$ cat src/rtl/adc_frontend_pkg.sv
// Shared types, default parameters and the saturation helper for the ADC front end.
package adc_frontend_pkg;

  localparam int DEF_CLK_REF     = 50_000_000;
  localparam int DEF_SAMPL_T     = 1_000_000;
  localparam int DEF_WIDTH       = 14;
  localparam int DEF_CAL_LOG2    = 8;
  localparam int DEF_TRACK_SHIFT = 10;
  localparam int T               = DEF_CLK_REF / DEF_SAMPL_T;

  typedef enum logic [1:0] {IDLE, CAL, RUN} state_t;

  typedef struct packed {
    logic               clamp;
    logic signed [31:0] val;
  } sat_t;

  // Clamp a sign-extended (w+1)-bit difference into the w-bit two's complement range.
  function automatic sat_t sat_w(input logic signed [31:0] d, input int w);
    logic signed [31:0] hi;
    logic signed [31:0] lo;
    sat_t r;
    hi = (32'sd1 <<< (w - 1)) - 32'sd1;
    lo = -hi - 32'sd1;
    r.clamp = 1'b0;
    r.val   = d;
    if (d > hi) begin
      r.clamp = 1'b1;
      r.val   = hi;
    end else if (d < lo) begin
      r.clamp = 1'b1;
      r.val   = lo;
    end
    return r;
  endfunction

endpackage

$ cat src/rtl/adc_frontend_if.sv
// Sample/control bundle between the ADC front end (slave) and its controller/consumer (master).
interface adc_frontend_if #(parameter int WIDTH = 14);
  logic signed [WIDTH-1:0] adc_i_raw;
  logic signed [WIDTH-1:0] adc_u_raw;
  logic                    run_en;
  logic                    cal_req;
  logic                    ovr_clr;
  logic signed [WIDTH-1:0] signal_adc_I;
  logic signed [WIDTH-1:0] signal_adc_U;
  logic                    out_valid;
  logic                    cal_busy;
  logic                    ovr_i;
  logic                    ovr_u;

  modport master (
    output adc_i_raw, adc_u_raw, run_en, cal_req, ovr_clr,
    input  signal_adc_I, signal_adc_U, out_valid, cal_busy, ovr_i, ovr_u
  );

  modport slave (
    input  adc_i_raw, adc_u_raw, run_en, cal_req, ovr_clr,
    output signal_adc_I, signal_adc_U, out_valid, cal_busy, ovr_i, ovr_u
  );
endinterface

$ cat src/rtl/adc_frontend_chan.sv
// One ADC channel: capture, calibration accumulator, offset removal, saturation, sticky overrange.
// Optional DC tracker built when ADC_FRONTEND_TRACK_EN is defined.
module adc_chan import adc_frontend_pkg::*; #(
  parameter int WIDTH    = DEF_WIDTH,
  parameter int CAL_LOG2 = DEF_CAL_LOG2
`ifdef ADC_FRONTEND_TRACK_EN
  , parameter int TRACK_SHIFT = DEF_TRACK_SHIFT
`endif
) (
  input  logic                    clk,
  input  logic                    reset_l,
  input  logic signed [WIDTH-1:0] raw,
  input  logic                    tick,
  input  logic                    samp,
  input  logic                    cal_start,
  input  logic                    cal_done,
  input  logic                    ovr_clr,
  input  state_t                  state,
  output logic signed [WIDTH-1:0] sample,
  output logic                    ovr
);
  localparam int AW = WIDTH + CAL_LOG2;
  localparam logic signed [WIDTH-1:0] MAX_C = {1'b0, {(WIDTH-1){1'b1}}};
  localparam logic signed [WIDTH-1:0] MIN_C = {1'b1, {(WIDTH-1){1'b0}}};

  logic signed [WIDTH-1:0] cap_q, cap_d, offset_q, offset_d, sample_q, sample_d, cal_off;
  logic signed [AW-1:0]    acc_q, acc_d, acc_sum;
  logic signed [WIDTH:0]   diff;
  logic                    ovr_q, ovr_d;
  sat_t                    sr;

`ifdef ADC_FRONTEND_TRACK_EN
  localparam int TW = WIDTH + TRACK_SHIFT;
  logic signed [TW-1:0] acc_t_q, acc_t_d, acc_t_sum;
`endif

  always_comb begin
    cap_d    = tick ? raw : cap_q;
    diff     = (WIDTH+1)'(cap_q) - (WIDTH+1)'(offset_q);
    sr       = sat_w(32'(diff), WIDTH);
    acc_sum  = acc_q + AW'(cap_q);
    cal_off  = WIDTH'(acc_sum >>> CAL_LOG2);
    acc_d    = acc_q;
    offset_d = offset_q;
    sample_d = sample_q;
    ovr_d    = ovr_clr ? 1'b0 : ovr_q;

    if (cal_start)
      acc_d = '0;
    else if (samp && state == CAL)
      acc_d = acc_sum;
    if (cal_done)
      offset_d = cal_off;

    // Clamping only counts when the corrected value actually reaches the output.
    if (samp) begin
      sample_d = (state == CAL) ? '0 : WIDTH'(sr.val);
      if (cap_q == MAX_C || cap_q == MIN_C || (sr.clamp && state != CAL))
        ovr_d = 1'b1;
    end

`ifdef ADC_FRONTEND_TRACK_EN
    acc_t_sum = acc_t_q + TW'(diff);
    acc_t_d   = acc_t_q;
    if (cal_done)
      acc_t_d = TW'(cal_off) <<< TRACK_SHIFT;
    else if (samp && state == RUN) begin
      acc_t_d  = acc_t_sum;
      offset_d = WIDTH'(acc_t_sum >>> TRACK_SHIFT);
    end
`endif
  end

  always_ff @(posedge clk or negedge reset_l) begin
    if (!reset_l) begin
      cap_q    <= '0;
      acc_q    <= '0;
      offset_q <= '0;
      sample_q <= '0;
      ovr_q    <= 1'b0;
`ifdef ADC_FRONTEND_TRACK_EN
      acc_t_q  <= '0;
`endif
    end else begin
      cap_q    <= cap_d;
      acc_q    <= acc_d;
      offset_q <= offset_d;
      sample_q <= sample_d;
      ovr_q    <= ovr_d;
`ifdef ADC_FRONTEND_TRACK_EN
      acc_t_q  <= acc_t_d;
`endif
    end
  end

  assign sample = sample_q;
  assign ovr    = ovr_q;
endmodule

$ cat src/rtl/adc_frontend.sv
// ADC front end top: sample tick counter, IDLE/CAL/RUN control FSM and two channel instances.
// Optional macro ADC_FRONTEND_TRACK_EN adds a leaky DC-offset tracker in RUN.
module adc_frontend import adc_frontend_pkg::*; #(
  parameter int CLK_REF  = DEF_CLK_REF,
  parameter int SAMPL_T  = DEF_SAMPL_T,
  parameter int WIDTH    = DEF_WIDTH,
  parameter int CAL_LOG2 = DEF_CAL_LOG2
`ifdef ADC_FRONTEND_TRACK_EN
  , parameter int TRACK_SHIFT = DEF_TRACK_SHIFT
`endif
) (
  input logic           clk,
  input logic           reset_l,
  adc_frontend_if.slave bus
);
  localparam int TS = CLK_REF / SAMPL_T;
  localparam int CW = (TS > 1) ? $clog2(TS) : 1;

  logic [CW-1:0]       cnt_q, cnt_d;
  logic [CAL_LOG2-1:0] cal_cnt_q, cal_cnt_d;
  logic                tick, samp_q, samp_d, out_valid_q, out_valid_d, cal_start, cal_done;
  state_t              state_q, state_d;

  logic signed [WIDTH-1:0] raw_ch [2];
  logic signed [WIDTH-1:0] smp_ch [2];
  logic                    ovr_ch [2];

  always_comb begin
    tick        = bus.run_en && (cnt_q == CW'(TS - 1));
    cnt_d       = (!bus.run_en || tick) ? '0 : cnt_q + 1'b1;
    samp_d      = tick;
    out_valid_d = samp_q;
  end

  // samp_q marks the cycle in which the freshly captured sample is processed.
  always_comb begin
    state_d   = state_q;
    cal_cnt_d = cal_cnt_q;
    cal_start = 1'b0;
    cal_done  = 1'b0;
    case (state_q)
      IDLE, RUN: begin
        if (bus.cal_req) begin
          state_d   = CAL;
          cal_start = 1'b1;
          cal_cnt_d = '0;
        end
      end
      CAL: begin
        if (samp_q) begin
          cal_cnt_d = cal_cnt_q + 1'b1;
          if (cal_cnt_q == '1) begin
            cal_done = 1'b1;
            state_d  = RUN;
          end
        end
      end
      default: state_d = IDLE;
    endcase
  end

  always_ff @(posedge clk or negedge reset_l) begin
    if (!reset_l) begin
      cnt_q       <= '0;
      samp_q      <= 1'b0;
      out_valid_q <= 1'b0;
      state_q     <= IDLE;
      cal_cnt_q   <= '0;
    end else begin
      cnt_q       <= cnt_d;
      samp_q      <= samp_d;
      out_valid_q <= out_valid_d;
      state_q     <= state_d;
      cal_cnt_q   <= cal_cnt_d;
    end
  end

  assign raw_ch[0] = bus.adc_i_raw;
  assign raw_ch[1] = bus.adc_u_raw;

  for (genvar gi = 0; gi < 2; gi++) begin : g_chan
    adc_chan #(
      .WIDTH(WIDTH),
      .CAL_LOG2(CAL_LOG2)
`ifdef ADC_FRONTEND_TRACK_EN
      , .TRACK_SHIFT(TRACK_SHIFT)
`endif
    ) u_chan (
      .clk(clk),
      .reset_l(reset_l),
      .raw(raw_ch[gi]),
      .tick(tick),
      .samp(samp_q),
      .cal_start(cal_start),
      .cal_done(cal_done),
      .ovr_clr(bus.ovr_clr),
      .state(state_q),
      .sample(smp_ch[gi]),
      .ovr(ovr_ch[gi])
    );
  end

  assign bus.signal_adc_I = smp_ch[0];
  assign bus.signal_adc_U = smp_ch[1];
  assign bus.ovr_i        = ovr_ch[0];
  assign bus.ovr_u        = ovr_ch[1];
  assign bus.out_valid    = out_valid_q;
  assign bus.cal_busy     = (state_q == CAL);
endmodule

$ cat src/flat_wrapper.sv
// flat-port wrapper written by rule: the top's interface ports become plain ports
module adc_frontend_flat import adc_frontend_pkg::*;
#(
  parameter int CLK_REF  = DEF_CLK_REF,
  parameter int SAMPL_T  = DEF_SAMPL_T,
  parameter int WIDTH    = DEF_WIDTH,
  parameter int CAL_LOG2 = DEF_CAL_LOG2

)
  (clk, reset_l, bus_adc_i_raw, bus_adc_u_raw, bus_run_en, bus_cal_req, bus_ovr_clr, bus_signal_adc_I, bus_signal_adc_U, bus_out_valid, bus_cal_busy, bus_ovr_i, bus_ovr_u);
  adc_frontend_if #(.WIDTH(WIDTH)) bus_i ();
  input logic clk;
  input logic reset_l;
  input wire logic [$bits(bus_i.adc_i_raw)-1:0] bus_adc_i_raw;
  input wire logic [$bits(bus_i.adc_u_raw)-1:0] bus_adc_u_raw;
  input wire logic [$bits(bus_i.run_en)-1:0] bus_run_en;
  input wire logic [$bits(bus_i.cal_req)-1:0] bus_cal_req;
  input wire logic [$bits(bus_i.ovr_clr)-1:0] bus_ovr_clr;
  output wire logic [$bits(bus_i.signal_adc_I)-1:0] bus_signal_adc_I;
  output wire logic [$bits(bus_i.signal_adc_U)-1:0] bus_signal_adc_U;
  output wire logic [$bits(bus_i.out_valid)-1:0] bus_out_valid;
  output wire logic [$bits(bus_i.cal_busy)-1:0] bus_cal_busy;
  output wire logic [$bits(bus_i.ovr_i)-1:0] bus_ovr_i;
  output wire logic [$bits(bus_i.ovr_u)-1:0] bus_ovr_u;
  assign bus_i.adc_i_raw = bus_adc_i_raw;
  assign bus_i.adc_u_raw = bus_adc_u_raw;
  assign bus_i.run_en = bus_run_en;
  assign bus_i.cal_req = bus_cal_req;
  assign bus_i.ovr_clr = bus_ovr_clr;
  assign bus_signal_adc_I = bus_i.signal_adc_I;
  assign bus_signal_adc_U = bus_i.signal_adc_U;
  assign bus_out_valid = bus_i.out_valid;
  assign bus_cal_busy = bus_i.cal_busy;
  assign bus_ovr_i = bus_i.ovr_i;
  assign bus_ovr_u = bus_i.ovr_u;
  adc_frontend #(.CLK_REF(CLK_REF), .SAMPL_T(SAMPL_T), .WIDTH(WIDTH), .CAL_LOG2(CAL_LOG2)) u_core (.clk(clk), .reset_l(reset_l), .bus(bus_i));
endmodule
$ cat config.mk
export PLATFORM = sky130hd
export DESIGN_NAME = adc_frontend_flat
export DESIGN_NICKNAME = d
export VERILOG_FILES = /design/src/rtl/adc_frontend_pkg.sv /design/src/rtl/adc_frontend_if.sv /design/src/rtl/adc_frontend_chan.sv /design/src/rtl/adc_frontend.sv /design/src/flat_wrapper.sv
export SDC_FILE = /design/constraint.sdc
export NUM_CORES = 1
export LEC_CHECK = 0
export ABC_AREA = 1
export BUFFER_PORTS_ARGS = -buffer_cell sky130_fd_sc_hd__buf_2
export CORE_MARGIN = 1.5
export CORE_UTILIZATION = 40
export CTS_BUF_LIST = sky130_fd_sc_hd__clkbuf_2
export CTS_CLUSTER_DIAMETER = 100
export DETAILED_ROUTE_END_ITERATION = 7
export MAX_ROUTING_LAYER = met4
export PLACE_DENSITY = 0.53
export SYNTH_ARGS = -nofsm -noshare
export SYNTH_HDL_FRONTEND = slang
export SYNTH_SLANG_ARGS = --single-unit
$ cat constraint.sdc
create_clock -name clk -period 2.85 [get_ports clk]
set_input_delay 0.4275 -clock clk [delete_from_list [all_inputs] [get_ports clk]]
set_output_delay 0.4275 -clock clk [all_outputs]
set_load 0.1 [all_outputs]
==> results.toml, run 1 <==
[status]
status = "completed"

[global_route]
grt_max_degree = 57
antenna_found_initial = 1
grt_pass1_wl_um = 50000
grtUsageTotal_pct = 23.3
overflow = 0
grt_pass1_vias = 9588

[timing]
worstMarginPinSlew_ps = 810
rsz0062_at_grt = "no"
finalSetupViolCount = 0
min_period_over_period_pct = 86.5
slew_headroom_pct = 45.7
slew_viol_final = 0
hold_viol_final = 0
fmax_ghz = 0.406
fin_skew_ps = 55.9
fin_crit_ps = 2460
holdWs_ps = 138
tns_ps = 0

[logic_synthesis]
synthTopCellsByArea = "dfrtp_1, nand2_1, ha_1"
synth-async-reset-ratio_pct = 100
synth_edf_count = 0
ys_seq_area_share_pct = 35.0
syn_area_per_cell_sq_um = 7.18
syn_inst = 1473
ys_types = 45
yosysMostFrequentCell = "nand2_1"
netlist.area_leader.share_pct = 35.0
synth_top_cell_by_area = "dfrtp_1"
synth_seq_cells = 148
synth_common_cells = "nand2_1, inv_1, dfrtp_1"
syn_nets = 1583
synthFlopType = "dfrtp_1"
synth_area_sq_um = 10600
synth_warnings = 0

[routing]
via_count = 9626
antenna_left = 0
wl_um = 29900
firstDrtPassIters = 5
routedWlPerCell_um = 15.6
drt-vias-per-instance = 5.01
drc = 0
drt_iter0_markers = 657

[floorplanning]
die-area_sq_um = 27400
initial_utilization_pct = 40.7
num_rows = 59
io-pin-count = 65
die_w_um = 166
die_h_um = 166
core-area_sq_um = 26000

[hold_path]
hold_path.class = "in -> async"

[final_layout]
syn_to_final_growth_pct = 11.9
drive_gt1_share_pct = 12.0
multi_input_area_sq_um = 6020
regArea_sq_um = 3700
fin_util_pct = 45.6
num-fill-cells = 2710
nets = 1683

[clocking]
tritoncts = "done"
htreeDepth = 4
path_clk_slew_ps = 290
clkSinkCount = 148
clk_latency_ps = 760
cts_root_buffer = "clkbuf_2"
clockBufferDepth = 2
cts_buffers = 17

[critical_path]
r2r_slack_ps = 390
critPathMaxFanout = 5
arrival_ps = 3140
slowest_stage = "dfrtp_1"
timing.rr.start = "u_core.g_chan[0].u_chan.cap_q[0]"
timing.rr.end = "u_core.g_chan[0].u_chan.offset_q[2]"
max_stage_delay_ps = 470
critical_path_required_ps = 3520
path_buf_inv = 2
critPathCaptureType = "flop"
cpLargestDelayFamily = "adder cells"
crit_top_cell = "nand2_1"
crit_path_cell_trace = "ha_1 -> inv_1 -> fa_1 -> inv_1 -> nand2_1 -> o21ai_2 -> nand2_1 -> nand2_1 -> nand2_1 -> nand2_1 -> xor2_1 -> nand2_1 -> o21ai_1"
start_kind = "flop"
critPathKind = "reg -> reg"
r2r_cells = 13

[power]
power.density_nw_per_um2 = 294
power.leakage_nw = 6.17
max-vdd-ir-drop_uv = 188

[placed_design]
hpwl_um = 23300
port_buffers = 64
finalWeightedCongestion = 0.931

[job]
max_cap_viol_count = 0
## cell usage in the layout, fill, tap and decap left out, types with 21 or more instances in the layout
cell | netlist | routed
xor2_1 | 21 | 21
nand3_2 | 39 | 39
a21oi_1 | 91 | 91
nand4_1 | 32 | 32
nand2_1 | 490 | 490
nor2_1 | 83 | 83
nand3_1 | 97 | 97
inv_1 | 176 | 176
buf_2 | 9 | 63
o21ai_0 | 83 | 83
dlygate4sd3_1 | 0 | 32
ha_1 | 73 | 73
dfrtp_1 | 148 | 148
## stage by stage
step                      instance area (sq um)  cells  total power [mW]  worst slack (ps)
after detailed placement                  11300   1857              2.23               453
after floorplan                           10600   1473              2.15               862
after global placement                    11300   1857              2.23               464
after CTS                                 11800   1921              3.54               327
final                                     11800   1922              3.48               386
after global routing                      11800   1922              3.64               199
## registers in the layout, indices dropped and copies added (netlist names)
signal,count
u_core.cnt_q,6
u_core.cal_cnt_q,8
u_core.out_valid_d,1
u_core.g_chan.u_chan.sample,28
u_core.bus.out_valid,1
u_core.g_chan.u_chan.offset_q,28
u_core.g_chan.u_chan.acc_q,44
u_core.g_chan.u_chan.cap_q,28
u_core.state_q,2
u_core.g_chan.u_chan.ovr,2
## layout make-up
| cell class | count | area share, % |
|---|---|---|
| inverters | 183 | 5.84 |
| clock inverters | 15 | 1.20 |
| clock buffers | 17 | 0.719 |
| flip-flops and latches | 148 | 31.3 |
| repair buffers | 108 | 6.54 |
| multi-input cells | 1115 | 50.9 |
| well taps | 335 | 3.54 |
| diodes | 1 | 0.0211 |
## layer usage
| metal | wire [um] | GRT usage, % | vias to the layer above | share of wire [%] |
|---|---|---|---|---|
| met3 | 950 | 2.39 | 31 | 3.2 |
| met5 | 0 | - | - | 0 |
| met4 | 484 | 5.76 | 0 | 1.6 |
| li1 | - | - | 4994 | - |
| met1 | 15500 | 33.5 | 4424 | 52 |
| met2 | 13000 | 35.2 | 177 | 44 |
## where the power goes
part	total [mW]	switching, mW	leakage (nW)	internal, mW
clock network	1.25	0.915	0.133	0.338
registers	2.11	0.00311	1.70	2.11
logic	0.119	0.0642	4.34	0.0549
## worst max-delay path by stage
stage / from / endpoint / slack, ps / cells after the start
floorplan: u_core.g_chan[0].u_chan.cap_q[0] / u_core.g_chan[0].u_chan.sample[10] / 860 / 14
global placement: u_core.g_chan[0].u_chan.cap_q[0] / u_core.g_chan[0].u_chan.acc_q[10] / 460 / 13
detailed placement: u_core.g_chan[0].u_chan.cap_q[0] / u_core.g_chan[0].u_chan.sample[2] / 450 / 12
CTS: u_core.state_q[1] / bus_cal_busy / 330 / 2
global route: u_core.g_chan[1].u_chan.cap_q[0] / u_core.g_chan[1].u_chan.offset_q[8] / 200 / 11
finish: u_core.g_chan[0].u_chan.cap_q[0] / u_core.g_chan[0].u_chan.offset_q[2] / 390 / 13
## kinds of logic after synthesis
| kind of cell | after synthesis | synth area share, % |
|---|---|---|
| AO/OA/AOI/OAI | 205 | 10.3 |
| XOR/XNOR | 28 | 2.32 |
| adder cells (fa/ha/maj) | 77 | 9.39 |
| buffers and inverters | 210 | 8.11 |
| flip-flops | 148 | 35.0 |
| AND/OR/NAND/NOR | 805 | 34.9 |
## repair_timing
item / in CTS / in global routing
resized for setup: 0 / 0
hold buffers: 32 / 0
buffers inserted: 0 / 0
endpoints found under the hold margin: 99 / 0
Power figures use the tool's default switching activity.
==> inputs of run 2 (changes only) <==
==> constraint.sdc (replaced) <==
create_clock -name clk -period 2.85 [get_ports clk]
set_input_delay 0.1425 -clock clk [delete_from_list [all_inputs] [get_ports clk]]
set_output_delay 0.1425 -clock clk [all_outputs]
set_load 0.1 [all_outputs]
==> run 2 against run 1 <==
Net effect: core utilization rose by 0.75 points; worst setup slack got worse by 230 ps; fmax fell by 8.4%; sequential power barely moved; register-to-register slack got worse by 230 ps; combinational power rose by 6%; wire length rose by 2.5%; critical path depth fell by 2; clock power rose by 14%; flip-flop and latch count did not move; global-route usage fell by 0.11 points; largest cell class unchanged.
==> results.toml, run 2 (synthesis gave the netlist of run 1 again) <==
[final_layout]
num-fill-cells = 2623
top_register = "u_core.g_chan.u_chan.acc_q"
multi_input_area_sq_um = 6030
post-route-cell-area_sq_um = 12000
syn_to_final_growth_pct = 13.7
nets = 1698
fin_util_pct = 46.3
final_common_cell = "nand2_1"
regArea_sq_um = 3700
layout_common_cells = "nand2_1, inv_1, dfrtp_1"
drive_gt1_share_pct = 12.1
largest_reg_flops = 44

[placed_design]
hpwl_um = 23100
finalWeightedCongestion = 0.914
post-place-ws_ps = 420
port_buffers = 64
place_area_sq_um = 11200

[global_route]
grt_max_degree = 71
grt_pass1_wl_um = 50000
overflow = 0
antenna_found_initial = 1
grtUsageTotal_pct = 23.2
grt_pass1_vias = 9644

[timing]
slew_viol_final = 0
hold_viol_final = 0
fmax_ghz = 0.372
slew_headroom_pct = 40.3
worstMarginPinSlew_ps = 895
fin_skew_ps = 47.1
fin_crit_ps = 2690
finalSetupViolCount = 0
fin_ws_ps = 160
min_period_over_period_pct = 94.4
tns_ps = 0

[critical_path]
timing.rr.start = "u_core.cnt_q[1]"
critical_path_required_ps = 3580
critPathKind = "reg -> reg"
start_kind = "flop"
critPathCaptureType = "flop"
arrival_ps = 3420
critPathMaxFanout = 16
crit_start = "u_core.cnt_q[1]"
r2r_slack_ps = 160

[clocking]
clk_latency_ps = 760
tritoncts = "done"
cts_buffers = 17
cts_root_buffer = "clkbuf_2"
htreeDepth = 4
clockBufferDepth = 2
clkSinkCount = 148
path_clk_slew_ps = 270

[routing]
via_count = 9829
firstDrtPassIters = 5
routedWlPerCell_um = 15.8
drc = 0
wl_um = 30600
antenna_left = 0
drt_iter0_markers = 632
drt-vias-per-instance = 5.08

[floorplanning]
core-area_sq_um = 26000
die_h_um = 166
num_rows = 59
die_w_um = 166
io-pin-count = 65
die-area_sq_um = 27400
initial_utilization_pct = 40.7

[power]
combPwrFrac_pct = 3.4
p_int_mw = 2.74
power.leakage_nw = 6.26
p_sw_share_pct = 25.2
power.density_nw_per_um2 = 304
clock_power_share_pct = 38.8
p_sw_uw = 920
max-vdd-ir-drop_uv = 178
pwr-share-seq_pct = 57.7

[hold_path]
holdCritStartpoint = "bus_adc_u_raw[12]"
hold_path.class = "in -> reg"

[status]
status = "completed"

[job]
max_cap_viol_count = 0
-- run 2: cell type report --
type / instances / share of cell area (%)
antenna: 1 / 0.0208
clock buffer: 18 / 0.749
inverter: 183 / 5.78
sequential: 148 / 30.8
timing repair buffer: 122 / 7.54
multi-input combinational: 1115 / 50.1
tap: 335 / 3.48
timing repair inverter: 1 / 0.0416
clock inverter: 13 / 1.53
-- run 2: stage by stage --
step	total power, mW	std cells	hold slack, ps
2_1_floorplan	2.15	1473	-153
3_3_place_gp	2.23	1855	129
3_5_place_dp	2.23	1855	131
4_1_cts	3.72	1932	69.3
5_1_grt	3.81	1936	84.1
6_report	3.66	1936	127
-- run 2: final timing paths --
path | cells after the start | to
max | 11 | u_core.g_chan[0].u_chan.cap_q[5]
min | 4 | u_core.g_chan[1].u_chan.cap_q[12]
max reg2reg | 11 | u_core.g_chan[0].u_chan.cap_q[5]
min reg2reg | 2 | u_core.g_chan[0].u_chan.sample[0]
max in group asynchronous | 4 | u_core.g_chan[1].u_chan.acc_q[11]
min in group asynchronous | 4 | u_core.cnt_q[3]
-- run 2: worst max-delay path: stages (launching register included) --
cell	delay, ps
dfrtp_1	460
inv_1	60
ha_1	130
inv_1	50
nor4_2	280
nand2_1	100
buf_4	220
clkinvlp_4	130
nand2_1	60
dlygate4sd3_1	550
nand2_1	50
dlygate4sd3_1	530
-- run 2: per-layer routing --
| metal | track usage (%) | vias up | part of all wire, % |
|---|---|---|---|
| met5 | - | - | 0 |
| met4 | 5.41 | 0 | 1.5 |
| met3 | 3.01 | 38 | 3.6 |
| met2 | 35.3 | 229 | 44 |
| met1 | 32.8 | 4527 | 51 |
| li1 | - | 5035 | - |
-- run 2: power groups by stage --
stage	clock network [mW]	logic, mW	registers, mW
finish	1.42	0.126	2.11
global route	1.56	0.141	2.11
CTS	1.48	0.128	2.11
detailed placement	0	0.0871	2.15
global placement	0	0.0865	2.15
floorplan	0	0.00726	2.15
-- run 2: what timing repair did --
| action | 4_1_cts | 5_1_grt |
|---|---|---|
| gates resized for setup | 0 | 2 |
| endpoints found under the setup margin | 0 | 5 |
| buffers inserted | 0 | 2 |
| endpoints found under the hold margin | 193 | 0 |
| hold buffers | 46 | 0 |
==> inputs of run 3 (changes only) <==
Settings changed: GPL_TIMING_DRIVEN set to 0.
==> run 3 against run 2 <==
Net effect: final cell count grew 0.15%; final area shrank 0.48%; critical endpoint is now u_core.g_chan[1].u_chan.sample[10]; highest routed layer unchanged; worst setup slack gained 150 ps; core utilization shrank 0.22 points; clock power shrank 4%; die area is the same; fmax grew 5.9%; clock skew grew 31 ps; largest power group unchanged.
==> results.toml, run 3 (synthesis gave the netlist of run 1 again) <==
[final_layout]
largest_reg_flops = 44
top_register = "u_core.g_chan.u_chan.acc_q"
layout_common_cells = "nand2_1, inv_1, dfrtp_1"
drive_gt1_share_pct = 12.3
final_common_cell = "nand2_1"
nets = 1701
syn_to_final_growth_pct = 13.2

[job]
max_cap_viol_count = 0

[routing]
drc = 0
firstDrtPassIters = 5
routedWlPerCell_um = 15.7
wl_um = 30500
drt-vias-per-instance = 5.03
antenna_left = 0
via_count = 9761
drt_iter0_markers = 568

[clocking]
cts_resized = 0
clockBufferDepth = 2
tritoncts = "done"
clkSinkCount = 148
path_clk_slew_ps = 260
cts_root_buffer = "clkbuf_2"
cts_buffers = 17
clk_latency_ps = 780
htreeDepth = 4

[critical_path]
start_kind = "flop"
critPathMaxFanout = 11
critPathCaptureType = "flop"
max_stage_delay_ps = 800
arrival_ps = 3210
path_buf_inv = 1
critical_path_required_ps = 3520
critPathKind = "reg -> reg"
cpLargestDelayFamily = "flip-flops"
crit_top_cell = "nand2_1"
slowest_stage = "dfrtp_1"
crit_path_cell_trace = "ha_1 -> a21oi_1 -> nand2_1 -> a21oi_1 -> nand2_1 -> nand2_1 -> nand2_2 -> nand3_2 -> buf_6 -> nand3_2"

[floorplanning]
initial_utilization_pct = 40.7
die_h_um = 166
die-area_sq_um = 27400
num_rows = 59
core-area_sq_um = 26000
io-pin-count = 65
die_w_um = 166

[global_route]
antenna_found_initial = 1
grt_pass1_vias = 9516
overflow = 0
grtUsageTotal_pct = 23.6
grt_max_degree = 73
grt_pass1_wl_um = 50300

[timing]
fin_skew_ps = 78.1
hold_viol_final = 0
slew_headroom_pct = 42.4
fin_crit_ps = 2540
fmax_ghz = 0.394
rsz0062_at_grt = "no"
finalSetupViolCount = 0
slew_viol_final = 0
tns_ps = 0
worstMarginPinSlew_ps = 864
min_period_over_period_pct = 89.1

[status]
status = "completed"

[power]
clock_power_share_pct = 37.9
power.leakage_nw = 6.25
pwr-share-seq_pct = 58.7
p_int_mw = 2.66
p_sw_share_pct = 26.0
fin_total_pwr_mw = 3.60
power.density_nw_per_um2 = 300
max-vdd-ir-drop_uv = 250
p_sw_uw = 935
combPwrFrac_pct = 3.4

[placed_design]
hpwl_um = 24100
finalWeightedCongestion = 0.927
port_buffers = 64

[hold_path]
hold_path.class = "in -> reg"
## run 3: changes by cell type in the layout (fill, tap and decap cells not counted), sizes merged
cell         previous run  this run
dlygate4sd3            45        33
clkbuf                 18        28
buf                    77        82
clkinvlp                7         2
clkinv                  4         7
inv                   182       185
bufinv                  4         3
## run 3: final timing paths
check | start | end | slack [ps] | cells past startpoint
min in group asynchronous | reset_l | u_core.out_valid_d | 360 | 3
hold / removal | bus_adc_i_raw[6] | u_core.g_chan[0].u_chan.cap_q[6] | 90 | 4
hold reg to reg | u_core.g_chan[1].u_chan.sample[1] | u_core.g_chan[1].u_chan.sample[1] | 510 | 2
max in group asynchronous | reset_l | u_core.g_chan[1].u_chan.acc_q[2] | 1870 | 4
setup / recovery | u_core.g_chan[1].u_chan.cap_q[13] | u_core.g_chan[1].u_chan.sample[10] | 310 | 10
setup reg to reg | u_core.g_chan[1].u_chan.cap_q[13] | u_core.g_chan[1].u_chan.sample[10] | 310 | 10
## run 3: power by group through the flow
stage          sequential, mW  combinational (mW)  clock (mW)
2_1_floorplan            2.15             0.00726           0
3_3_place_gp             2.15              0.0791           0
3_5_place_dp             2.15              0.0845           0
4_1_cts                  2.11               0.125        1.41
5_1_grt                  2.11               0.139        1.48
6_report                 2.11               0.123        1.36
## run 3: cell type report
| class | count | area (sq um) |
|---|---|---|
| Fill cell | 2746 | 14000 |
| Multi-Input combinational cell | 1115 | 6020 |
| Sequential cell | 148 | 3700 |
| Timing Repair Buffer | 99 | 712 |
| Inverter | 183 | 692 |
| Tap cell | 335 | 419 |
| Clock inverter | 14 | 175 |
| Buffer | 27 | 166 |
| Clock buffer | 17 | 85.1 |
| Antenna cell | 1 | 2.50 |
## run 3: what timing repair did
item	4_1_cts	5_1_grt
setup buffers	0	0
setup endpoints to repair	0	0
hold buffers	34	0
hold endpoints to repair	191	0
## run 3: metrics by stage
stage / util (%) / worst slack [ps] / std cells / cell area, sq um / hold WS [ps]
floorplan: - / 862 / 1473 / 10600 / -153
global placement: 43.6 / -701 / 1872 / 11300 / 336
detailed placement: 43.7 / 387 / 1873 / 11400 / 216
CTS: 46.1 / 347 / 1938 / 12000 / 21.4
global route: 46.1 / 128 / 1939 / 12000 / 50.4
finish: 46.1 / 310 / 1939 / 12000 / 92.2
## run 3: worst min-delay path: cells and delay by family
| family | cells | cell delay [ps] |
|---|---|---|
| buffers and inverters | 2 | 610 |
| and+or+nand+nor | 2 | 80 |
## run 3: per-layer routing
layer | GRT usage [%] | share of wire, % | vias to the layer above
met4 | 5.37 | 1.7 | 0
met3 | 2.80 | 3.2 | 30
met2 | 36.2 | 44 | 178
met1 | 33.4 | 51 | 4510
met5 | - | 0 | -
li1 | - | - | 5043
